## config.mk

```make
export PLATFORM = sky130hd
export DESIGN_NAME = tennis_rally_ctrl_flat
export DESIGN_NICKNAME = d
export VERILOG_FILES = /design/src/rtl/tennis_rally_ctrl_if.sv /design/src/rtl/tennis_rally_ctrl.sv /design/src/flat_wrapper.sv
export SDC_FILE = /design/constraint.sdc
export NUM_CORES = 1
export LEC_CHECK = 0
export BUFFER_PORTS_ARGS = -buffer_cell sky130_fd_sc_hd__clkbuf_2
export CORE_MARGIN = 8
export CORE_UTILIZATION = 41
export CTS_CLUSTER_SIZE = 20
export DETAILED_ROUTE_END_ITERATION = 6
export HOLD_SLACK_MARGIN = 0.03
export PLACE_DENSITY_LB_ADDON = 0.25
export SLEW_MARGIN = 10
export SYNTH_ARGS = -nofsm -noshare
export SYNTH_HDL_FRONTEND = slang
export SYNTH_SLANG_ARGS = --single-unit
```

## constraint.sdc

```tcl
create_clock -name clk -period 10 [get_ports clk]
set_input_delay 0 -clock clk [delete_from_list [all_inputs] [get_ports clk]]
set_output_delay 0 -clock clk [all_outputs]
set_load 0.1 [all_outputs]
```

## src/rtl/tennis_rally_ctrl_if.sv

```systemverilog
// Paddle/ball/score bundle between the rally controller and the board.
// master: the rally controller (takes buttons and ball, drives triggers and score).
// slave:  the environment (drives buttons and ball, watches triggers and score).
interface tennis_rally_ctrl_if;
  logic        left_btn;
  logic        right_btn;
  logic [15:0] ball;
  logic        right_trigger;
  logic        left_trigger;
  logic [3:0]  left_score;
  logic [3:0]  right_score;
  logic        point;
  logic        game_over;
  logic        winner;

  modport master (
    input  left_btn, right_btn, ball,
    output right_trigger, left_trigger, left_score, right_score,
           point, game_over, winner
  );

  modport slave (
    output left_btn, right_btn, ball,
    input  right_trigger, left_trigger, left_score, right_score,
           point, game_over, winner
  );
endinterface

```

## src/rtl/tennis_rally_ctrl.sv

```systemverilog
// Rally/scoring controller: serve and return triggers, miss detection, score, winner.
// Ports: clk, reset (sync, active-high); bus (master): left_btn/right_btn/ball in,
//   right_trigger/left_trigger/left_score/right_score/point/game_over/winner out.
// Optional macro TENNIS_EARLY_FAULT_EN: hitter press on a dark end LED scores as a miss.
// Inputs are registered once, then acted on; all outputs are registered, so an
// input event sampled at edge N shows up on the outputs after edge N+1.
module tennis_rally_ctrl #(
  parameter int unsigned WIN_SCORE    = 7,
  parameter int unsigned HIT_WINDOW   = 25_000_000,
  parameter int unsigned PAUSE_CYCLES = 50_000_000
) (
  input logic               clk,
  input logic               reset,
  tennis_rally_ctrl_if.master bus
);
  typedef enum logic [2:0] {SERVE_R, SERVE_L, TO_LEFT, TO_RIGHT, PAUSE, OVER} state_t;

  localparam logic [31:0] HIT_LAST   = 32'(HIT_WINDOW - 1);
  localparam logic [31:0] PAUSE_LAST = 32'(PAUSE_CYCLES - 1);
  localparam logic [3:0]  WIN4       = 4'(WIN_SCORE);

  state_t      state, state_nxt;
  logic        btn_l_s, btn_r_s, btn_l_q, btn_r_q;
  logic [15:0] ball_s;
  logic [31:0] win_cnt, win_cnt_nxt, pause_cnt, pause_cnt_nxt;
  logic        serve_right, serve_right_nxt;
  logic        rtrig, rtrig_nxt, ltrig, ltrig_nxt, pt, pt_nxt;
  logic        go, go_nxt, win, win_nxt;
  logic [3:0]  ls, ls_nxt, rs, rs_nxt, new_score;
  logic        press_l, press_r, early_l, early_r, miss, scorer_right;

  // Rising edge of the sampled button level only.
  assign press_l = btn_l_s & ~btn_l_q;
  assign press_r = btn_r_s & ~btn_r_q;

`ifdef TENNIS_EARLY_FAULT_EN
  assign early_l = press_l & ~ball_s[15];
  assign early_r = press_r & ~ball_s[0];
`else
  assign early_l = 1'b0;
  assign early_r = 1'b0;
`endif

  always_comb begin
    state_nxt       = state;
    win_cnt_nxt     = win_cnt;
    pause_cnt_nxt   = pause_cnt;
    serve_right_nxt = serve_right;
    rtrig_nxt       = 1'b0;
    ltrig_nxt       = 1'b0;
    pt_nxt          = 1'b0;
    ls_nxt          = ls;
    rs_nxt          = rs;
    go_nxt          = go;
    win_nxt         = win;
    miss            = 1'b0;
    scorer_right    = 1'b0;
    new_score       = 4'd0;
    case (state)
      SERVE_R: if (press_r) begin
        rtrig_nxt   = 1'b1;
        state_nxt   = TO_LEFT;
        win_cnt_nxt = 32'd0;
      end
      SERVE_L: if (press_l) begin
        ltrig_nxt   = 1'b1;
        state_nxt   = TO_RIGHT;
        win_cnt_nxt = 32'd0;
      end
      TO_LEFT: begin
        win_cnt_nxt = ball_s[15] ? win_cnt + 32'd1 : 32'd0;
        // Hit is checked first so it beats a miss in the same cycle.
        // win_cnt holds the lit cycles before this one, hence HIT_WINDOW-1.
        if (press_l && ball_s[15]) begin
          ltrig_nxt   = 1'b1;
          state_nxt   = TO_RIGHT;
          win_cnt_nxt = 32'd0;
        end else if ((ball_s[15] && win_cnt >= HIT_LAST) || ball_s == 16'h0000 || early_l) begin
          miss         = 1'b1;
          scorer_right = 1'b1;
        end
      end
      TO_RIGHT: begin
        win_cnt_nxt = ball_s[0] ? win_cnt + 32'd1 : 32'd0;
        if (press_r && ball_s[0]) begin
          rtrig_nxt   = 1'b1;
          state_nxt   = TO_LEFT;
          win_cnt_nxt = 32'd0;
        end else if ((ball_s[0] && win_cnt >= HIT_LAST) || ball_s == 16'h0000 || early_r) begin
          miss         = 1'b1;
          scorer_right = 1'b0;
        end
      end
      PAUSE: begin
        if (pause_cnt == PAUSE_LAST) begin
          state_nxt     = serve_right ? SERVE_R : SERVE_L;
          pause_cnt_nxt = 32'd0;
        end else begin
          pause_cnt_nxt = pause_cnt + 32'd1;
        end
      end
      default: ;  // OVER: frozen until reset
    endcase

    if (miss) begin
      pt_nxt    = 1'b1;
      new_score = scorer_right ? rs + 4'd1 : ls + 4'd1;
      if (scorer_right) rs_nxt = new_score;
      else              ls_nxt = new_score;
      if (new_score == WIN4) begin
        state_nxt = OVER;
        go_nxt    = 1'b1;
        win_nxt   = scorer_right;
      end else begin
        state_nxt       = PAUSE;
        serve_right_nxt = scorer_right;
        pause_cnt_nxt   = 32'd0;
      end
    end
  end

  always_ff @(posedge clk) begin
    if (reset) begin
      state       <= SERVE_R;
      btn_l_s     <= 1'b0;
      btn_r_s     <= 1'b0;
      btn_l_q     <= 1'b0;
      btn_r_q     <= 1'b0;
      ball_s      <= 16'h0000;
      win_cnt     <= 32'd0;
      pause_cnt   <= 32'd0;
      serve_right <= 1'b0;
      rtrig       <= 1'b0;
      ltrig       <= 1'b0;
      pt          <= 1'b0;
      ls          <= 4'd0;
      rs          <= 4'd0;
      go          <= 1'b0;
      win         <= 1'b0;
    end else begin
      state       <= state_nxt;
      btn_l_s     <= bus.left_btn;
      btn_r_s     <= bus.right_btn;
      btn_l_q     <= btn_l_s;
      btn_r_q     <= btn_r_s;
      ball_s      <= bus.ball;
      win_cnt     <= win_cnt_nxt;
      pause_cnt   <= pause_cnt_nxt;
      serve_right <= serve_right_nxt;
      rtrig       <= rtrig_nxt;
      ltrig       <= ltrig_nxt;
      pt          <= pt_nxt;
      ls          <= ls_nxt;
      rs          <= rs_nxt;
      go          <= go_nxt;
      win         <= win_nxt;
    end
  end

  assign bus.right_trigger = rtrig;
  assign bus.left_trigger  = ltrig;
  assign bus.left_score    = ls;
  assign bus.right_score   = rs;
  assign bus.point         = pt;
  assign bus.game_over     = go;
  assign bus.winner        = win;
endmodule

```

## src/flat_wrapper.sv

```systemverilog
// flat-port wrapper written by rule: the top's interface ports become plain ports
module tennis_rally_ctrl_flat 
#(
  parameter int unsigned WIN_SCORE    = 7,
  parameter int unsigned HIT_WINDOW   = 25_000_000,
  parameter int unsigned PAUSE_CYCLES = 50_000_000
)
  (clk, reset, bus_left_btn, bus_right_btn, bus_ball, bus_right_trigger, bus_left_trigger, bus_left_score, bus_right_score, bus_point, bus_game_over, bus_winner);
  tennis_rally_ctrl_if bus_i ();
  input logic clk;
  input logic reset;
  input wire logic [$bits(bus_i.left_btn)-1:0] bus_left_btn;
  input wire logic [$bits(bus_i.right_btn)-1:0] bus_right_btn;
  input wire logic [$bits(bus_i.ball)-1:0] bus_ball;
  output wire logic [$bits(bus_i.right_trigger)-1:0] bus_right_trigger;
  output wire logic [$bits(bus_i.left_trigger)-1:0] bus_left_trigger;
  output wire logic [$bits(bus_i.left_score)-1:0] bus_left_score;
  output wire logic [$bits(bus_i.right_score)-1:0] bus_right_score;
  output wire logic [$bits(bus_i.point)-1:0] bus_point;
  output wire logic [$bits(bus_i.game_over)-1:0] bus_game_over;
  output wire logic [$bits(bus_i.winner)-1:0] bus_winner;
  assign bus_i.left_btn = bus_left_btn;
  assign bus_i.right_btn = bus_right_btn;
  assign bus_i.ball = bus_ball;
  assign bus_right_trigger = bus_i.right_trigger;
  assign bus_left_trigger = bus_i.left_trigger;
  assign bus_left_score = bus_i.left_score;
  assign bus_right_score = bus_i.right_score;
  assign bus_point = bus_i.point;
  assign bus_game_over = bus_i.game_over;
  assign bus_winner = bus_i.winner;
  tennis_rally_ctrl #(.WIN_SCORE(WIN_SCORE), .HIT_WINDOW(HIT_WINDOW), .PAUSE_CYCLES(PAUSE_CYCLES)) u_core (.clk(clk), .reset(reset), .bus(bus_i));
endmodule
```

# Yosys cells after proc, flatten, opt, wreduce, memory -nomap -nowiden
# Index checks and enable logic that the tools add are counted.
word_totals:
  register_bits: 101
  input_bits: 20
  word_cells: 90
classes:
  add_sub_neg: 4
  magnitude_cmp: 1
  eq_ne: 13
  n_mux: 34
  n_bitwise: 6
  reduce_logical: 16
ops:
  columns: ["cell", "count"]
  rows:
  - ["$mux W32", 10]
  - ["$pmux W32 S4", 1]
  - ["$add A32 B1 Y32 const B", 2]
  - ["$eq A32 B26 Y1 const B", 1]
  - ["$ge A32 B25 Y1 const B", 1]
  - ["$mux W3", 6]
  - ["$logic_not A16 Y1", 1]
  - ["$ne A3 B1 Y1 const B", 5]
  - ["$pmux W3 S5", 1]
  - ["$mux W1", 12]
  - ["$add A4 B1 Y4 const B", 2]
  - ["$reduce_and A2 Y1", 4]
  - ["$eq A3 B2 Y1 const B", 2]
  - ["$pmux W1 S2", 3]
  - ["$reduce_and A6 Y1", 1]
  - ["$reduce_bool A6 Y1", 1]
  - ["$eq A4 B3 Y1 const B", 1]
  - ["$logic_and A1 B1 Y1", 4]
  - ["$mux W4", 1]
  - ["$ne A2 B1 Y1 const B", 2]
  - ["$not A1 Y1", 4]
  - ["$reduce_bool A4 Y1", 1]
  - ["$eq A3 B1 Y1 const B", 1]
  - ["$eq A3 B3 Y1 const B", 1]
  - ["other kinds (4)", 6]

# Longest topological paths before layout
# Gate-level depths: netlist of run 1.
depth:
  depth_word: 10
  mapped_depth: 15

# Worst setup path before layout of run 1
# No wires, ideal clock.
synth_path:
  path_kind: "register to register"
  from: "reg u_core.ball_s[15]"
  to: "reg u_core.pause_cnt[0]"
  setup_ns: 0.133
  arrival_time_ns: 3.221
  required_ns: 9.867
  setup_slack_ns: 6.646
  stages_incl_launch_ff: 15
  period_less_slack_ns: 3.354
  path_cell_list: "dfxtp_1 nor4_1 and4_1 o21a_1 a21boi_1 buf_4 mux2_2 ha_1 xor2_1 nand2_1 nor2_1 and2_1 a221oi_4 buf_4 nor3_1"
synth_via:
  elab_chain_cells: 9
synth_rtl:
  columns: ["element", "line", "text"]
  rows:
  - ["from (decl)", "tennis_rally_ctrl.sv:24", "logic [15:0] ball_s;"]
  - ["from (signal assigned)", "tennis_rally_ctrl.sv:146", "ball_s <= bus.ball;"]
  - ["$logic_not A16 Y1 / $logic_and A1 B1 Y1 (equally long branches)", "tennis_rally_ctrl.sv:78, tennis_rally_ctrl.sv:89", null]
  - ["$logic_or A1 B1 Y1", "tennis_rally_ctrl.sv:78", "end else if ((ball_s[15] && win_cnt >= HIT_LAST) || ball_s == 16'h0000 || early_l) begin"]
  - ["$mux W1", "tennis_rally_ctrl.sv:78", null]
  - ["$mux W1", "tennis_rally_ctrl.sv:74", "if (press_l && ball_s[15]) begin"]
  - ["$mux W1", null, null]
  - ["$mux W4", "tennis_rally_ctrl.sv:107", "new_score = scorer_right ? rs + 4'd1 : ls + 4'd1;"]
  - ["$eq A4 B3 Y1", "tennis_rally_ctrl.sv:110", "if (new_score == WIN4) begin"]
  - ["$mux W32", "tennis_rally_ctrl.sv:110", null]
  - ["$mux W32 (*)", "tennis_rally_ctrl.sv:105", "if (miss) begin"]
  - ["to (signal assigned)", "tennis_rally_ctrl.sv:148", "pause_cnt <= pause_cnt_nxt;"]
  - ["to (decl)", "tennis_rally_ctrl.sv:25", "logic [31:0] win_cnt, win_cnt_nxt, pause_cnt, pause_cnt_nxt;"]
# Every way passes the cells marked *; elsewhere a longest branch is shown, timed or not.
# A chain may end at the register's enable or synchronous reset.

# Worst setup path in the final report of run 1
layout_path:
  from: "reg u_core.win_cnt[0]"
  to: "reg u_core.pause_cnt[1]"
layout_via:
  elab_chain_cells: 10
layout_rtl:
  columns: ["element", "line", "text"]
  rows:
  - ["from (decl)", "tennis_rally_ctrl.sv:25", null]
  - ["from (signal assigned)", "tennis_rally_ctrl.sv:147", "win_cnt <= win_cnt_nxt;"]
  - ["$ge A32 B25 Y1 (*)", "tennis_rally_ctrl.sv:78, tennis_rally_ctrl.sv:89", null]
  - ["$logic_and A1 B1 Y1", "tennis_rally_ctrl.sv:78", null]
  - ["$logic_or A1 B1 Y1", "tennis_rally_ctrl.sv:78", null]
  - ["$mux W1", "tennis_rally_ctrl.sv:78", null]
  - ["$mux W1", "tennis_rally_ctrl.sv:74", null]
  - ["$mux W1", null, null]
  - ["$mux W4", "tennis_rally_ctrl.sv:107", null]
  - ["$eq A4 B3 Y1", "tennis_rally_ctrl.sv:110", null]
  - ["$mux W32", "tennis_rally_ctrl.sv:110", null]
  - ["$mux W32 (*)", "tennis_rally_ctrl.sv:105", null]
# Marked as above.

==> results by group, run 1 <==
Drt
  • Vias: 3889
  • Vias per cell: 5.36
  • Post-route ant nets: 0
  • Final wirelength: 10100 microns
  • DRT iter0 DRCs: 253
  • Drt first pass iters: 4
  • DRC errors left: 0
  • Drt wl/cell: 13.9 microns

Logic synthesis
  • XOR/XNOR share of the synthesized area: 10.9%
  • Ys flop type: dfxtp_1
  • Avg Synthesized Cell Area: 8.87 sq um
  • Mapped Cells: 533
  • Post-synthesis mux area share: 0.926%
  • Syn Nets: 557
  • Number of synthesized register bits: 101
  • Yosys cell types: 63
  • Ys Warns: 0
  • Sequential area share after synthesis: 42.8%
  • Asr flop ratio synth: 0%
  • Adder-cell share of the synthesized area: 1.06%
  • Synth Cell Area: 4730 sq um
  • EDFF count, synth: 0
  • Synth Area in Simple Gates: 33.0%
  • Largest family of logic cells by synthesized area: simple AND/OR/NAND/NOR gates
  • Synth Area in Compound Gates: 8.76%

Floorplanning
  • Placeable Area: 11300 sq um
  • Placement Rows: 39
  • Die X: 123 microns
  • Die area: 15200 sq um
  • Height of the die: 123 microns
  • IO Count: 33
  • Initial Utilization: 41.8%

Timing
  • Period utilization: 41.7%
  • Worst slew pin tran: 0.990 ns
  • Layout Skew: 0.00698 ns
  • Final Hold Fails: 0
  • Period minus WS final: 4.17 ns
  • Finish-stage setup viols: 0
  • Post-route setup slack: 5.83 ns
  • Achievable frequency: 0.240 GHz
  • Slew headroom: 33.8%
  • Setup TNS: 0 ns
  • Unrepaired setup endpoints after global routing: no
  • Pins over their slew limit: 0

Clock network
  • TritonCTS Buffers: 9
  • Cts repair resizes: 0
  • Clk buf depth: 2
  • Root Driver: clkbuf_16
  • Worst-path clk slew: 0.07 ns
  • Clock Sink Count: 101
  • H-Tree Depth: 3
  • Skew-Pair Late Insertion Delay: 0.35 ns
  • CTS tree: yes

Hold path
  • WHS Path Cells: 3
  • Hold EP: u_core.ball_s[15]
  • Worst min path class: input port to flop
  • HP Start: reset

Place
  • Number of port buffers: 32
  • Gp weighted congestion: 0.813
  • Detail Placement HPWL: 6760 microns
  • Post-placement cell count: 691
  • Pre-CTS WS: 5.87 ns

Setup path
  • Reg-to-reg slack, setup: 5.83 ns
  • Worst endpoint data arrival time: 4.38 ns
  • CP endpoint kind: flop
  • Capture point of the worst reg-to-reg path: u_core.pause_cnt[1]
  • Crit path max fanout: 33
  • WS Path Type: flop to flop
  • Critical Path Source Type: flop
  • Depth of the worst register-to-register path: 14
  • Required @ worst endpoint: 10.20 ns
  • Worst flop-to-flop path startpoint: u_core.win_cnt[0]

Final layout
  • NumNets Final: 601
  • Footprint of the multi-input gates: 2580 sq um
  • N_diodes: 0
  • Layout cells sized above 1: 12.2%
  • Final Non-Filler Cells: 725
  • Register area: 2020 sq um
  • Layout overhead on the synthesized area: 15.8%
  • Fill count: 1081

Power and ir drop
  • Peak VDD IR: 0.153 mV
  • Pwr per Cell Area: 167 nW/um^2
  • Leak: 1.93 nW

Global routing
  • Grt total ovfl: 0
  • Vias in the first global route: 3612
  • Largest net degree at the start of global routing: 65
  • First-pass GRT wire length: 17300 microns
  • Initial antenna violation count: 0
  • GRT Total Usage: 14.1%

Flow run
  • Maxcap violations: 0

Status
  • Outcome: complete, no violations
==> routing by layer <==
metal	vias up	GRT usage, %	part of all wire, %
li1	1985	-	-
met1	1840	18.1	49
met2	56	22.2	47
met3	8	4.25	3.2
met4	0	4.14	0.89
met5	-	0	0
==> kinds of logic (layout without fill, tap and decap cells) <==
logic type      after synthesis  after routing
buf+inv                      27             76
flops                       101            101
xor+xnor                     59             59
compound gates               55             55
mux                           4              4
simple gates                283            283
fa+ha+maj                     4              4
==> power by group <==
group | switching, W | leakage [nW] | internal, W
clock network | 0.000155 | 0.143 | 0.000195
logic | 0.0000861 | 0.967 | 0.0000461
registers | 0.0000165 | 0.820 | 0.000415
total | 0.000257 | 1.93 | 0.000656
==> final cells by class <==
cell class | instances | share of cell area (%)
Tap cell | 143 | 3.27
Timing Repair Buffer | 53 | 6.63
Sequential cell | 101 | 36.9
Clock buffer | 9 | 4.11
Clock inverter | 7 | 1.37
Multi-Input combinational cell | 405 | 47.2
Inverter | 7 | 0.480
==> worst max-delay path by stage <==
stage | from | endpoint | cells past startpoint
global placement | u_core.ball_s[6] | u_core.pause_cnt[3] | 13
finish | u_core.win_cnt[0] | u_core.pause_cnt[1] | 14
floorplan | u_core.ball_s[15] | u_core.pause_cnt[0] | 14
detailed placement | u_core.win_cnt[0] | u_core.pause_cnt[1] | 14
CTS | u_core.win_cnt[0] | u_core.pause_cnt[1] | 14
global route | u_core.ball_s[6] | u_core.pause_cnt[18] | 13
==> cell usage in the layout, fill, tap and decap left out, types with 3 or more instances in the layout <==
master | synthesis | layout
dlygate4sd3_1 | 0 | 18
o21ai_0 | 10 | 10
ha_1 | 4 | 4
nand3_1 | 26 | 26
dfxtp_1 | 101 | 101
xnor2_1 | 24 | 24
nand2b_1 | 7 | 7
and4_1 | 8 | 8
and3_1 | 9 | 9
nand2_1 | 38 | 38
clkbuf_16 | 0 | 9
nand4_1 | 22 | 22
and2_1 | 7 | 7
xor2_1 | 35 | 35
a21oi_1 | 14 | 14
nor2_1 | 61 | 61
nor4b_1 | 5 | 5
a211oi_1 | 7 | 7
nor3_1 | 37 | 37
nor3_2 | 3 | 3
buf_4 | 4 | 3
clkbuf_2 | 0 | 32
mux2_2 | 3 | 3
inv_1 | 6 | 6
nor4_1 | 15 | 15
nor2b_1 | 26 | 26
==> per-stage QoR <==
step	util (%)	area, sq um	power [W]	hold slack [ns]
after floorplan	-	4730	0.000538	0.128
after global placement	44.1	4990	0.000566	0.212
after detailed placement	44.1	4990	0.000567	0.212
after CTS	48.4	5480	0.000924	0.258
after global routing	48.4	5480	0.000957	0.295
final	48.4	5480	0.000913	0.256
==> cell usage after synthesis (5+ instances only) <==
cell / n / area share (%)
a211oi_1: 7 / 1.1
a21oi_1: 14 / 1.5
and2_1: 7 / 0.93
and3_1: 9 / 1.2
and4_1: 8 / 1.5
clkbuf_1: 13 / 1.0
dfxtp_1: 101 / 43
inv_1: 6 / 0.48
nand2_1: 38 / 3.0
nand2b_1: 7 / 0.93
nand3_1: 26 / 2.8
nand4_1: 22 / 2.9
nor2_1: 61 / 4.8
nor2b_1: 26 / 3.4
nor3_1: 37 / 3.9
nor4_1: 15 / 2.0
nor4b_1: 5 / 0.93
o21ai_0: 10 / 1.1
xnor2_1: 24 / 4.4
xor2_1: 35 / 6.5
==> state kept, by name, indices dropped and copies added, names as in the netlist, 3 cells and up <==
signal                  count
u_core.ball_s              16
u_core.bus.left_score       4
u_core.bus.right_score      4
u_core.pause_cnt           32
u_core.state                3
u_core.win_cnt             32
==> what timing repair did <==
item / in CTS / in global routing
hold buffers: 18 / 0
endpoints found under the hold margin: 18 / 0
setup buffers: 0 / 0
==> worst max-delay path, stage by stage (launching register included) <==
cell	delay, ns
dfxtp_1	0.39
ha_1	0.19
nand3_1	0.24
o211ai_1	0.34
a211oi_1	0.18
a21boi_1	0.75
mux2_2	0.43
ha_1	0.26
xor2_1	0.16
nand2_1	0.07
nor2_1	0.06
and2_1	0.21
a221oi_4	0.27
buf_4	0.37
nor3_1	0.09
Note: power is estimated with default switching activity, not from simulation.
==> run 2: changes to the inputs <==
==> constraint.sdc (replaced) <==
create_clock -name clk -period 4.1 [get_ports clk]
set_input_delay 0 -clock clk [delete_from_list [all_inputs] [get_ports clk]]
set_output_delay 0 -clock clk [all_outputs]
set_load 0.1 [all_outputs]
==> run 2 against run 1 <==
Fmax up 15%. Largest power group unchanged. Critical path depth down 1. Clock power up 130%. Sequential power up 140%.
==> results by group, run 2 (same netlist as run 1, synthesis figures left out) <==
Status
  • Outcome: complete, no violations

Place
  • Post-placement cell count: 694 (+0.43%)
  • Detail Placement HPWL: 6990 microns (+3.3%)
  • Gp weighted congestion: 0.836 (+2.8%)
  • Number of port buffers: 32 (unchanged)

Global routing
  • Initial antenna violation count: 0 (unchanged)
  • Vias in the first global route: 3707 (+2.6%)
  • Grt total ovfl: 0 (unchanged)
  • Largest net degree at the start of global routing: 64 (-1.5%)
  • GRT Total Usage: 14.3% (+0.24 points)
  • First-pass GRT wire length: 17600 microns (+1.5%)

Drt
  • DRC errors left: 0 (unchanged)
  • Post-route ant nets: 0 (unchanged)
  • DRT iter0 DRCs: 179 (-29%)
  • Vias per cell: 5.36 (about the same)
  • Vias: 3896 (+0.18%)
  • Drt first pass iters: 4 (unchanged)
  • Final wirelength: 10300 microns (+1.7%)
  • Drt wl/cell: 14.1 microns (+1.5%)

Setup path
  • Worst endpoint data arrival time: 3.85 ns (-0.53 ns)
  • Required @ worst endpoint: 4.30 ns (-5.90 ns)
  • CP endpoint kind: flop
  • Critical Path Source Type: flop
  • Worst path max stage delay: 0.39 ns (-0.36 ns)
  • Slowest library cell on the worst path: mux2_2
  • CP Cell Sequence: nor4_1 > and4_1 > o21a_1 > a21boi_2 > mux2_2 > ha_1 > xor2_1 > nand2_1 > nor2_1 > and2_1 > a221oi_4 > buf_4 > nor3_1
  • WS Path Type: flop to flop
  • Crit path max fanout: 33 (unchanged)

Final layout
  • NumNets Final: 604 (+0.50%)
  • Top Registers: u_core.pause_cnt x32, u_core.win_cnt x32, u_core.ball_s x16
  • Layout cells sized above 1: 12.7% (+0.47 points)
  • Final Core Density: 48.5% (+0.099 points)
  • Commonest cells after routing, fill and taps aside: 101 x dfxtp_1, 61 x nor2_1, 38 x nand2_1
  • Commonest non-fill, non-tap cell in the layout: dfxtp_1
  • N_diodes: 0 (unchanged)
  • Layout overhead on the synthesized area: 16.1%
  • Final Non-Filler Cells: 727 (+0.28%)

Clock network
  • Clk buf depth: 2 (unchanged)
  • # Post-CTS Setup Buffers: 0 (unchanged)
  • Root Driver: clkbuf_16
  • Worst-path clk slew: 0.07 ns (about the same)
  • Clock Sink Count: 101 (unchanged)
  • H-Tree Depth: 3 (unchanged)
  • CTS tree: yes
  • Skew-Pair Late Insertion Delay: 0.35 ns (about the same)
  • TritonCTS Buffers: 9 (unchanged)

Timing
  • Worst slew pin tran: 0.992 ns (+0.00143 ns)
  • Final Hold Fails: 0 (unchanged)
  • Achievable frequency: 0.274 GHz (+15%)
  • Period minus WS final: 3.64 ns (-0.530 ns)
  • Slew headroom: 33.7% (-0.096 points)
  • Layout Skew: 0.00771 ns (+0.000724 ns)
  • Pins over their slew limit: 0 (unchanged)
  • Finish-stage setup viols: 0 (unchanged)
  • Unrepaired setup endpoints after global routing: no
  • Period utilization: 88.9% (+47 points)
  • Setup TNS: 0 ns (unchanged)

Power and ir drop
  • Sequential power share: 48.1% (+0.9 points)
  • Total Power: 0.00219 W (+140%)
  • Comb power frac: 14.6% (about the same)
  • P_sw: 0.000608 W (+140%)
  • Sw frac: 27.7% (-0.42 points)
  • Clock group share of total power: 37.3% (-1.0 points)
  • Leak: 1.95 nW (+0.86%)
  • Internal power: 0.00158 W (+140%)
  • Pwr per Cell Area: 399 nW/um^2 (+140%)
  • Peak VDD IR: 0.394 mV (+160%)

Floorplanning
  • Initial Utilization: 41.8% (unchanged)
  • Height of the die: 123 microns (unchanged)
  • Die area: 15200 sq um (unchanged)
  • Die X: 123 microns (unchanged)
  • Placeable Area: 11300 sq um (unchanged)
  • IO Count: 33 (unchanged)
  • Placement Rows: 39 (unchanged)

Hold path
  • Worst min path class: input port to flop

Flow run
  • Maxcap violations: 0 (unchanged)
run 2: cell types whose count changed in the layout (fill, tap and decap cells not counted), sizes merged:
cell      change
buf           +3
bufinv        -1
clkbuf        +3
clkinv        -1
clkinvlp      -2
run 2: cell type report:
type,count,area [sq um]
Fill cell,1125,5830
Clock inverter,3,18.8
Clock buffer,12,267
Sequential cell,101,2020
Multi-Input combinational cell,405,2590
Timing Repair Buffer,56,385
Inverter,7,26.3
Tap cell,143,179
run 2: critical path, delay by kind of cell (launching register included):
kind | cells | cell delay (ns)
simple gates | 6 | 1.10
compound gates | 3 | 0.86
mux | 1 | 0.39
buf+inv | 1 | 0.38
flops | 1 | 0.34
fa+ha+maj | 1 | 0.26
xor+xnor | 1 | 0.16
run 2: final timing paths:
path | startpoint | endpoint | slack, ns | depth (start not counted)
worst min register to register | u_core.btn_l_s | u_core.btn_l_q | 0.48 | 1
worst min-delay path | reset | u_core.bus.game_over | 0.07 | 4
worst max register to register | u_core.ball_s[15] | u_core.pause_cnt[16] | 0.46 | 13
worst max-delay path | u_core.ball_s[15] | u_core.pause_cnt[16] | 0.46 | 13
run 2: timing repair:
item	in CTS	in global routing
endpoints found under the setup margin	0	3
resized for setup	0	1
hold buffers	18	0
hold endpoints to repair	18	0
run 2: power by group through the flow:
| stage | combinational [W] | sequential, W | clock, W |
|---|---|---|---|
| 3_3_place_gp | 0.000305 | 0.00107 | 0 |
| 5_1_grt | 0.000356 | 0.00106 | 0.000880 |
| 4_1_cts | 0.000324 | 0.00105 | 0.000838 |
| 3_5_place_dp | 0.000310 | 0.00107 | 0 |
| 6_report | 0.000320 | 0.00105 | 0.000817 |
| 2_1_floorplan | 0.000221 | 0.00109 | 0 |
run 2: metal layers:
metal / GRT usage [%] / up-vias / part of all wire, %
met5: 0 / - / 0
met4: 4.14 / 0 / 1.0
met3: 4.29 / 7 / 3.4
met2: 23.7 / 45 / 48
met1: 17.5 / 1856 / 48
li1: - / 1988 / -
run 2: metrics by stage:
step                setup slack (ns)  instance area [sq um]  hold slack [ns]
floorplan                      0.746                   4730            0.128
global placement               0.404                   5020            0.211
detailed placement             0.318                   5020            0.212
CTS                            0.290                   5480           0.0582
global route                   0.172                   5490           0.0924
finish                         0.455                   5490           0.0721
==> run 3: changes to the inputs <==
--- a/config.mk
+++ b/config.mk
@@ -7,7 +7,7 @@
 export LEC_CHECK = 0
 export BUFFER_PORTS_ARGS = -buffer_cell sky130_fd_sc_hd__clkbuf_2
 export CORE_MARGIN = 8
-export CORE_UTILIZATION = 41
+export CORE_UTILIZATION = 54
 export CTS_CLUSTER_SIZE = 20
 export DETAILED_ROUTE_END_ITERATION = 6
 export HOLD_SLACK_MARGIN = 0.03
==> constraint.sdc (replaced) <==
create_clock -name clk -period 2.93 [get_ports clk]
set_input_delay 0 -clock clk [delete_from_list [all_inputs] [get_ports clk]]
set_output_delay 0 -clock clk [all_outputs]
set_load 0.1 [all_outputs]
==> run 3 against run 2 <==
Clock-buffer cell count fell by 2. Clock power rose by 21%. Wire length rose by 11%. Critical path type unchanged. Global-route usage rose by 5.3 points. Combinational power rose by 74%. Via count rose by 8.3%. Sequential share of layout area fell by 3.2 points. Largest cell class unchanged. Die area fell by 21%. Clock skew rose by 0.0086 ns. Worst hold slack improved by 0.15 ns. The run now ends with negative setup slack left. Final cell count rose by 3.4%. Non-clock buffer count rose by 60.
==> results by group, run 3 (same netlist as run 1, synthesis figures left out) <==
Hold path
  • Worst min path class: input port to flop
  • HP Start: reset
  • Hold EP: u_core.bus.right_score[0]
  • WHS Path Cells: 2 (-2)

Place
  • Pre-CTS WS: -0.177 ns (-0.494 ns)
  • Number of port buffers: 32 (unchanged)
  • Gp weighted congestion: 0.838 (+0.23%)
  • Detail Placement HPWL: 7470 microns (+6.9%)

Setup path
  • Reg-to-reg slack, setup: -0.08 ns (-0.54 ns)
  • Worst endpoint data arrival time: 3.24 ns (-0.61 ns)
  • Crit path max fanout: 8 (-76%)
  • Required @ worst endpoint: 3.16 ns (-1.14 ns)
  • CP endpoint kind: flop
  • WS Path Type: flop to flop
  • Worst flop-to-flop path startpoint: u_core.ball_s[4]
  • Depth of the worst register-to-register path: 14 (+1)
  • Capture point of the worst reg-to-reg path: u_core.pause_cnt[8]
  • Critical Path Source Type: flop

Global routing
  • Met2 Use GR: 34.4% (+11 points)
  • Largest net degree at the start of global routing: 36 (-44%)
  • Gr busiest metal: met2
  • Grt total ovfl: 0 (unchanged)
  • GRT Total Usage: 19.6% (+5.3 points)
  • M3 GR Usage: 4.40% (+0.10 points)
  • Met1 Use GR: 23.0% (+5.4 points)
  • Initial antenna violation count: 0 (unchanged)
  • Vias in the first global route: 4233 (+14%)
  • First-pass GRT wire length: 19100 microns (+8.8%)

Drt
  • DRT iter0 DRCs: 252 (+41%)
  • Final wirelength: 11400 microns (+11%)
  • Drt wl/cell: 15.1 microns (+7.1%)
  • Post-route ant nets: 0 (unchanged)
  • Vias: 4219 (+8.3%)
  • Drt first pass iters: 4 (unchanged)
  • Vias per cell: 5.61 (+4.7%)
  • DRC errors left: 0 (unchanged)

Final layout
  • Layout cells sized above 1: 23.4% (+11 points)
  • N_diodes: 0 (unchanged)
  • Top Registers: u_core.pause_cnt x32, u_core.win_cnt x32, u_core.ball_s x16
  • Layout overhead on the synthesized area: 27.2%
  • Final Core Density: 70.0% (+22 points)
  • Commonest cells after routing, fill and taps aside: 98 x dfxtp_1, 60 x nor2_1, 60 x buf_4
  • Commonest non-fill, non-tap cell in the layout: dfxtp_1
  • NumNets Final: 664 (+9.9%)

Clock network
  • Skew-Pair Late Insertion Delay: 0.37 ns (+0.02 ns)
  • Clock Sink Count: 101 (unchanged)
  • Worst-path clk slew: 0.10 ns (+0.03 ns)
  • TritonCTS Buffers: 9 (unchanged)
  • Root Driver: clkbuf_8
  • CTS tree: yes
  • H-Tree Depth: 3 (unchanged)
  • Clk buf depth: 2 (unchanged)

Timing
  • Period minus WS final: 3.01 ns (-0.631 ns)
  • Slew headroom: 50.4% (+17 points)
  • Achievable frequency: 0.332 GHz (+21%)
  • Pins over their slew limit: 0 (unchanged)
  • Post-route setup slack: -0.0832 ns (-0.539 ns)
  • Layout Skew: 0.0163 ns (+0.00861 ns)
  • Finish-stage setup viols: 33 (+33)
  • Setup TNS: -1.94 ns (-1.94 ns)
  • Worst slew pin tran: 0.738 ns (-0.254 ns)
  • Unrepaired setup endpoints after global routing: yes
  • Final Hold Fails: 0 (unchanged)
  • Period utilization: 103% (+14 points)

Power and ir drop
  • Pwr per Cell Area: 498 nW/um^2 (+25%)
  • Peak VDD IR: 0.495 mV (+26%)
  • Leak: 2.26 nW (+16%)
  • Total Power: 0.00300 W (+37%)

Floorplanning
  • Placeable Area: 8590 sq um (-24%)
  • Initial Utilization: 55.0% (+13 points)
  • Placement Rows: 34 (-13%)
  • Die area: 12000 sq um (-21%)
  • IO Count: 33 (unchanged)
  • Die X: 110 microns (-11%)
  • Height of the die: 110 microns (-11%)

Flow run
  • Maxcap violations: 0 (unchanged)

Status
  • Violated checks: negative setup slack
  • Outcome: complete, but fails checks
run 3: changes by cell type in the layout (fill, tap and decap cells not counted), moves of 3 or more:
cell / previous run / this run
buf_4: 6 / 60
clkbuf_16: 9 / 2
clkbuf_8: 3 / 10
dfxtp_1: 101 / 98
dfxtp_2: 0 / 3
nor4_1: 15 / 11
run 3: metal layers:
layer | share of wire, % | vias to the layer above
met5 | 0 | -
met4 | 1.5 | 0
met3 | 3.7 | 19
met2 | 51 | 79
met1 | 44 | 2015
li1 | - | 2106
run 3: cell type report:
class,instances,area [sq um]
fillers,662,2580
multi-input cells,405,2700
well taps,108,135
flip-flops and latches,101,2030
clock buffers,10,138
repair buffers,116,911
inverters,7,26.3
clock inverters,5,82.6
run 3: worst max path at each step:
stage,start,end,slack [ns]
6_report,u_core.ball_s[4],u_core.pause_cnt[8],-0.08
3_5_place_dp,u_core.ball_s[6],u_core.pause_cnt[29],-0.18
5_1_grt,u_core.ball_s[12],u_core.pause_cnt[4],-0.24
3_3_place_gp,u_core.ball_s[6],u_core.pause_cnt[26],-0.13
2_1_floorplan,u_core.ball_s[4],u_core.pause_cnt[0],-0.17
4_1_cts,u_core.ball_s[3],u_core.pause_cnt[28],-0.08
run 3: metrics by stage:
stage | hold WS, ns | instance area [sq um] | instances
4_1_cts | 0.227 | 5920 | 749
6_report | 0.224 | 6010 | 752
2_1_floorplan | 0.128 | 4800 | 533
3_5_place_dp | 0.215 | 5400 | 706
5_1_grt | 0.257 | 6010 | 752
3_3_place_gp | 0.210 | 5400 | 706
run 3: critical path: stages, from the launching register on:
cell	delay, ns
dfxtp_2	0.34
nor4_4	0.29
and4_1	0.26
o21a_1	0.16
a21boi_4	0.23
mux2_4	0.34
ha_4	0.18
xor2_1	0.13
nand2_1	0.08
nor2_2	0.04
and2_4	0.15
a221oi_4	0.31
buf_6	0.17
clkbuf_16	0.15
nor3_1	0.05
run 3: what timing repair did:
action,CTS,global route
endpoints found under the setup margin,34,34
hold endpoints to repair,18,0
hold buffers,18,0
pin swaps,8,10
resized for setup,8,8
setup buffers,9,4
cloned,1,2
run 3: report_power, final:
part,total [W],internal (W),switching (W),leakage (nW)
combinational,0.000557,0.000207,0.000350,1.33
sequential,0.00145,0.00142,0.0000320,0.821
clock,0.000989,0.000505,0.000484,0.113
